$ cat src/rtl/fir_pipe_if.sv
// ---------------------------------------------------------------------------
// fir_pipe_if -- sample stream bundle for the pipelined FIR filter.
//   data_in  : signed IN_WL-bit sample x[n], one per clock, no handshake
//   data_out : signed OUT_WL-bit filtered sample y[n], one per clock
// Modports:
//   master : sample source / result sink (drives data_in)
//   slave  : the filter (drives data_out)
// ---------------------------------------------------------------------------
interface fir_pipe_if #(
  parameter int IN_WL  = 15,
  parameter int OUT_WL = 20
);
  logic signed [IN_WL-1:0]  data_in;
  logic signed [OUT_WL-1:0] data_out;

  modport master (output data_in, input data_out);
  modport slave  (input data_in, output data_out);
endinterface

$ cat src/rtl/fir_pipe.sv
// ---------------------------------------------------------------------------
// fir_pipe -- fully pipelined direct-form FIR filter.
//   y[n] = sat_OUT_WL( floor( sum_k h[k]*x[n-k] / 2^SHIFT ) )
// Structure: input register / tap delay line -> registered full-precision
// products -> registered binary adder tree (one bit of growth per level)
// -> registered shift+saturate -> balancing delay chain to reach LATENCY.
// Ports:
//   clk : single clock, all state updates on the rising edge
//   rst : synchronous active-high reset, clears every register
//   bus : fir_pipe_if.slave (data_in sampled every edge, data_out registered)
// ---------------------------------------------------------------------------
module fir_pipe #(
  parameter int IN_WL   = 15,
  parameter int OUT_WL  = 20,
  parameter int TAPS    = 16,
  parameter int COEF_WL = 15,
  // h[0] sits in the least significant COEF_WL bits and multiplies the newest sample
  parameter logic [TAPS*COEF_WL-1:0] COEFS = {
    15'sd0,    -15'sd12, 15'sd0,   15'sd58,  15'sd0,   -15'sd161, 15'sd0,   15'sd619,
    15'sd1024, 15'sd619, 15'sd0,  -15'sd161, 15'sd0,    15'sd58,  15'sd0,  -15'sd12
  },
  parameter int SHIFT   = 10,
  parameter int LATENCY = 35
) (
  input  logic       clk,
  input  logic       rst,
  fir_pipe_if.slave  bus
);

  localparam int PW     = IN_WL + COEF_WL;                 // full product width
  localparam int LEVELS = (TAPS > 1) ? $clog2(TAPS) : 1;  // adder tree depth
  localparam int NPAD   = 1 << LEVELS;                     // taps padded to a power of two
  localparam int SW     = PW + LEVELS;                     // width of the final sum
  // Stages: tap register, product register, LEVELS tree registers and the
  // saturate register; the remainder of LATENCY is plain balancing delay.
  localparam int NBAL   = LATENCY - LEVELS - 2;

  // Saturation bounds expressed at sum width (the sum is always wider than the output)
  localparam logic signed [SW-1:0] SAT_MAX = {{(SW-OUT_WL+1){1'b0}}, {(OUT_WL-1){1'b1}}};
  localparam logic signed [SW-1:0] SAT_MIN = {{(SW-OUT_WL+1){1'b1}}, {(OUT_WL-1){1'b0}}};

  logic signed [IN_WL-1:0]  r_tap  [0:TAPS-1];
  // Level 0 holds the products; level l holds partial sums that fit in PW+l
  // bits, all kept sign-extended at SW bits so no intermediate rounding happens.
  logic signed [SW-1:0]     r_tree [0:LEVELS][0:NPAD-1];
  logic signed [OUT_WL-1:0] r_pipe [0:NBAL];
  logic signed [PW-1:0]     w_prod [0:TAPS-1];
  logic signed [SW-1:0]     w_shift;
  logic signed [OUT_WL-1:0] w_sat;

  function automatic logic signed [COEF_WL-1:0] coef(input int k);
    return COEFS[k*COEF_WL +: COEF_WL];
  endfunction

  // Full-precision products, then floor shift and clamp of the finished sum
  always_comb begin
    for (int k = 0; k < TAPS; k++) begin
      w_prod[k] = PW'(r_tap[k]) * PW'(coef(k));
    end
    w_shift = r_tree[LEVELS][0] >>> SHIFT;  // arithmetic shift = floor division
    if (w_shift > SAT_MAX) begin
      w_sat = SAT_MAX[OUT_WL-1:0];
    end else if (w_shift < SAT_MIN) begin
      w_sat = SAT_MIN[OUT_WL-1:0];
    end else begin
      w_sat = w_shift[OUT_WL-1:0];
    end
  end

  // Pipeline registers: delay line, products, adder tree, output and balancing chain
  always_ff @(posedge clk) begin
    if (rst) begin
      for (int k = 0; k < TAPS; k++) begin
        r_tap[k] <= '0;
      end
      for (int l = 0; l <= LEVELS; l++) begin
        for (int i = 0; i < NPAD; i++) begin
          r_tree[l][i] <= '0;
        end
      end
      for (int j = 0; j <= NBAL; j++) begin
        r_pipe[j] <= '0;
      end
    end else begin
      // r_tap[0] is the input register; after edge n, r_tap[k] holds x[n-k]
      r_tap[0] <= bus.data_in;
      for (int k = 1; k < TAPS; k++) begin
        r_tap[k] <= r_tap[k-1];
      end
      for (int k = 0; k < TAPS; k++) begin
        r_tree[0][k] <= SW'(w_prod[k]);
      end
      for (int k = TAPS; k < NPAD; k++) begin
        r_tree[0][k] <= '0;
      end
      for (int l = 1; l <= LEVELS; l++) begin
        for (int i = 0; i < (NPAD >> l); i++) begin
          r_tree[l][i] <= r_tree[l-1][2*i] + r_tree[l-1][2*i+1];
        end
        for (int i = (NPAD >> l); i < NPAD; i++) begin
          r_tree[l][i] <= '0;
        end
      end
      r_pipe[0] <= w_sat;
      for (int j = 1; j <= NBAL; j++) begin
        r_pipe[j] <= r_pipe[j-1];
      end
    end
  end

  assign bus.data_out = r_pipe[NBAL];

endmodule

$ cat src/flat_wrapper.sv
// flat-port wrapper written by rule: the top's interface ports become plain ports
module fir_pipe_flat 
#(
  parameter int IN_WL   = 15,
  parameter int OUT_WL  = 20,
  parameter int TAPS    = 16,
  parameter int COEF_WL = 15,
                                                                                     
  parameter logic [TAPS*COEF_WL-1:0] COEFS = {
    15'sd0,    -15'sd12, 15'sd0,   15'sd58,  15'sd0,   -15'sd161, 15'sd0,   15'sd619,
    15'sd1024, 15'sd619, 15'sd0,  -15'sd161, 15'sd0,    15'sd58,  15'sd0,  -15'sd12
  },
  parameter int SHIFT   = 10,
  parameter int LATENCY = 35
)
  (clk, rst, bus_data_in, bus_data_out);
  fir_pipe_if #(.IN_WL(IN_WL), .OUT_WL(OUT_WL)) bus_i ();
  input  logic clk;
  input  logic rst;
  input wire logic [$bits(bus_i.data_in)-1:0] bus_data_in;
  output wire logic [$bits(bus_i.data_out)-1:0] bus_data_out;
  assign bus_i.data_in = bus_data_in;
  assign bus_data_out = bus_i.data_out;
  fir_pipe #(.IN_WL(IN_WL), .OUT_WL(OUT_WL), .TAPS(TAPS), .COEF_WL(COEF_WL), .COEFS(COEFS), .SHIFT(SHIFT), .LATENCY(LATENCY)) u_core (.clk(clk), .rst(rst), .bus(bus_i));
endmodule
$ cat config.mk
export PLATFORM = sky130hd
export DESIGN_NAME = fir_pipe_flat
export DESIGN_NICKNAME = d
export VERILOG_FILES = /design/src/rtl/fir_pipe_if.sv /design/src/rtl/fir_pipe.sv /design/src/flat_wrapper.sv
export SDC_FILE = /design/constraint.sdc
export NUM_CORES = 2
export LEC_CHECK = 0
export CORE_UTILIZATION = 55
export CTS_BUF_LIST = sky130_fd_sc_hd__clkbuf_4 sky130_fd_sc_hd__clkbuf_8 sky130_fd_sc_hd__clkbuf_16
export DETAILED_ROUTE_END_ITERATION = 10
export GPL_ROUTABILITY_DRIVEN = 0
export HOLD_SLACK_MARGIN = 0.12
export PLACE_DENSITY = 0.71
export SETUP_SLACK_MARGIN = 0.02
export SLEW_MARGIN = 20
export SYNTH_ARGS = -nofsm -noshare
export SYNTH_HDL_FRONTEND = slang
export SYNTH_SLANG_ARGS = --single-unit
$ cat constraint.sdc
create_clock -name clk -period 16.3 [get_ports clk]
set_clock_uncertainty 0.2 [all_clocks]
set_input_delay 3.26 -clock clk [delete_from_list [all_inputs] [get_ports clk]]
set_output_delay 3.26 -clock clk [all_outputs]
set_load 0.005 [all_outputs]
==> flow_summary.json <==
{
  "r2r_start": "u_core.r_tap[0][155]",
  "grt_pass1_vias": 41554,
  "start_util_pct": 55.6,
  "cts_tree": "yes",
  "period_share_pct": 39.9,
  "drcViolationCount": 0,
  "r2r_slack_ns": 10.44,
  "cpMostUsedCell": "buf_4",
  "hpwl_um": 85000,
  "grt_max_degree": 279,
  "postSynthAreaPerCell_um2": 10.0,
  "slew_headroom_pct": 31.1,
  "busiest_layer": "met2",
  "seq_area_mm2": 0.0279,
  "mostFrequentLayoutCell": "dfxtp_1",
  "cts_resized": 0,
  "maxSlewViolCount": 0,
  "cp.arrival_ns": 6.90,
  "synthTopCellsByArea": "dfxtp_1, ha_1, nor2b_1",
  "num_vias": 41644,
  "port_buffers": 36,
  "synth_seq_area_share_pct": 42.4,
  "cp-start-kind": "primary input",
  "clk_pin_slew_ns": 0.06,
  "drtIter0Drc": 1945,
  "synth.cell_area_mm2": 0.0658,
  "synth_top_cell_area_share_pct": 42.4,
  "ioPinCount": 37,
  "clock_sinks": 1393,
  "worstPathRequired_ns": 16.70,
  "fin_area_mm2": 0.0724,
  "grt_pass1_wl_um": 198000,
  "wl_per_cell_um": 14.1,
  "r2r-end": "u_core.r_tree[0][87]",
  "criticalPathCategory": "primary input to flip-flop",
  "drt-total-wl_um": 117000,
  "p_leak_nw": 33.7,
  "worst_path_largest_cell_delay_ns": 0.86,
  "htree_levels": 4,
  "nets": 7585,
  "worst_pin_slew_ns": 1.03,
  "met2_usage_pct": 33.8,
  "p_per_area_mw_per_mm2": 99.8,
  "cp_max_fo": 163,
  "grt-ovfl-total": 0,
  "min_from": "u_core.r_tap[0][167]",
  "yosys.area.top_type": "dfxtp_1",
  "cts_hold_buf": 0,
  "async_flop_share_pct": 0,
  "min_delay_path_depth": 1,
  "tns_ns": 0,
  "die_h_um": 348,
  "cts_inserted_buffers": 140,
  "synth_edf_count": 0,
  "fill_cells": 9769,
  "setup_violations": 0,
  "postRouteAntennaNets": 0,
  "ys_types": 75,
  "timing.fmax_ghz": 0.154,
  "cp_num_cells": 6,
  "dieWidth_um": 348,
  "worst_r2r_path_depth": 17,
  "antenna_found_initial": 1,
  "drive_gt1_share_pct": 4.42,
  "yosys_register_bits": 1393,
  "vias_per_cell": 5.04,
  "ir_worst_vdd_v": 0.000120,
  "fin_crit_ns": 6.50,
  "min_to": "u_core.r_tap[0][182]",
  "synth_cells": 6580,
  "multi_input_area_mm2": 0.0345,
  "cap_violations": 0,
  "clock_latency_ns": 0.77,
  "path_cells": "buf_8, buf_12, buf_4, buf_6, buf_4, nor2b_1",
  "cp_slowest_cell": "buf_4",
  "coreArea_mm2": 0.118,
  "ys.flop_type": "dfxtp_1",
  "cts_setup_buffers": 0,
  "dpl_cell_area_mm2": 0.0674,
  "yosys_warnings": 0,
  "first_pass_iters": 7,
  "layout_common_cells": "dfxtp_1, nor2b_1, ha_1",
  "globalRouteTotalUtil_pct": 19.7,
  "hold_violations": 0,
  "outcome": "finished, final reports clean",
  "hold_path_class": "flip-flop to flip-flop",
  "use_met1_pct": 25.5,
  "path_buf_inv": 5,
  "rsz0062_at_grt": "no",
  "clockBufferDepth": 3,
  "met3_usage_pct": 2.82,
  "synth_fp_nets": 7616,
  "area_delta_synth_final_pct": 10.0,
  "end_kind": "flip-flop",
  "path_delay_family": "buffers and inverters",
  "die-area_mm2": 0.121,
  "clockRootBuffer": "clkbuf_16",
  "row_count": 126
}
flip-flops by register name (all words and copies together), names as in the netlist:
register       flops
u_core.r_pipe    600
u_core.r_tap     227
u_core.r_tree    566
synth_stat cells, types with 14 or more instances:
cell type	number
a211oi_1	36
fa_1	307
a21oi_1	277
o21ai_0	178
o21a_1	65
and3_1	35
nand2b_1	44
xnor2_1	167
dfxtp_1	1393
buf_4	20
clkbuf_1	198
and2_1	22
a21boi_0	14
nand4_1	42
o21bai_1	40
o211ai_1	20
nor3_1	75
xor2_1	132
nor2b_1	985
nor2_1	542
a21o_1	151
nand2_1	168
a31oi_1	30
inv_1	685
nand3_1	61
ha_1	712
layer usage:
| metal | vias up | routed length (µm) |
|---|---|---|
| met1 | 19623 | 54300 |
| met3 | 200 | 3950 |
| li1 | 21224 | - |
| met4 | 0 | 2790 |
| met2 | 597 | 55600 |
| met5 | - | 0 |
where the power goes:
group          total, mW  internal (mW)  switching (mW)  leakage [nW]
logic              0.392          0.155           0.237          20.0
registers           3.51           3.48          0.0346          11.3
clock network       3.32           1.97            1.36          2.47
total               7.23           5.60            1.63          33.7
area by class of cell:
class / count / area share, %
clock inverter: 61 / 1.25
tap: 1600 / 2.76
antenna: 1 / 0.00345
timing repair buffer: 51 / 0.744
sequential: 1393 / 38.5
multi-input combinational: 4278 / 47.6
clock buffer: 189 / 5.60
inverter: 685 / 3.55
through the flow:
stage	total power [mW]	hold WS [ns]	util, %	cells	worst slack [ns]
after detailed placement	3.98	0.220	57.0	8006	8.68
after global routing	7.52	0.216	61.2	8257	9.32
final	7.23	0.190	61.2	8258	9.80
after global placement	3.97	0.216	57.0	8006	8.72
after floorplan	3.88	0.214	-	6580	10.94
after CTS	7.33	0.188	61.2	8256	9.49
kinds of logic (layout without fill, tap and decap cells):
group / after synthesis / count (layout) / share of synthesized area [%]
other: 0 / 1 / 0
DFF: 1393 / 1393 / 42.4
adders and majority gates: 1019 / 1019 / 22.9
buffers and inverters: 909 / 986 / 5.30
xor gates and xnor gates: 299 / 299 / 3.98
and+or+nand+nor: 2031 / 2031 / 16.4
AOI/OAI and AO/OA: 923 / 923 / 8.99
muxes: 6 / 6 / 0.0950
worst register-to-register path, delay by kind of cell (launching register included):
kind / cells / cell delay (ns)
AO/OA/AOI/OAI: 6 / 1.68
XOR/XNOR: 1 / 0.17
adder cells (fa/ha/maj): 6 / 2.95
buffers and inverters: 2 / 0.22
flip-flops: 1 / 0.46
AND/OR/NAND/NOR: 2 / 0.10
how the worst max path moves through the flow:
stage | slack (ns) | from | to
after detailed placement | 8.68 | rst | u_core.r_pipe[0][484]
after global placement | 8.72 | rst | u_core.r_pipe[0][578]
after floorplan | 10.94 | u_core.r_tap[0][155] | u_core.r_tree[0][87]
after global routing | 9.32 | rst | u_core.r_pipe[0][432]
final | 9.80 | rst | u_core.r_pipe[0][432]
after CTS | 9.49 | rst | u_core.r_pipe[0][432]
(Power assumes the default switching activity.)
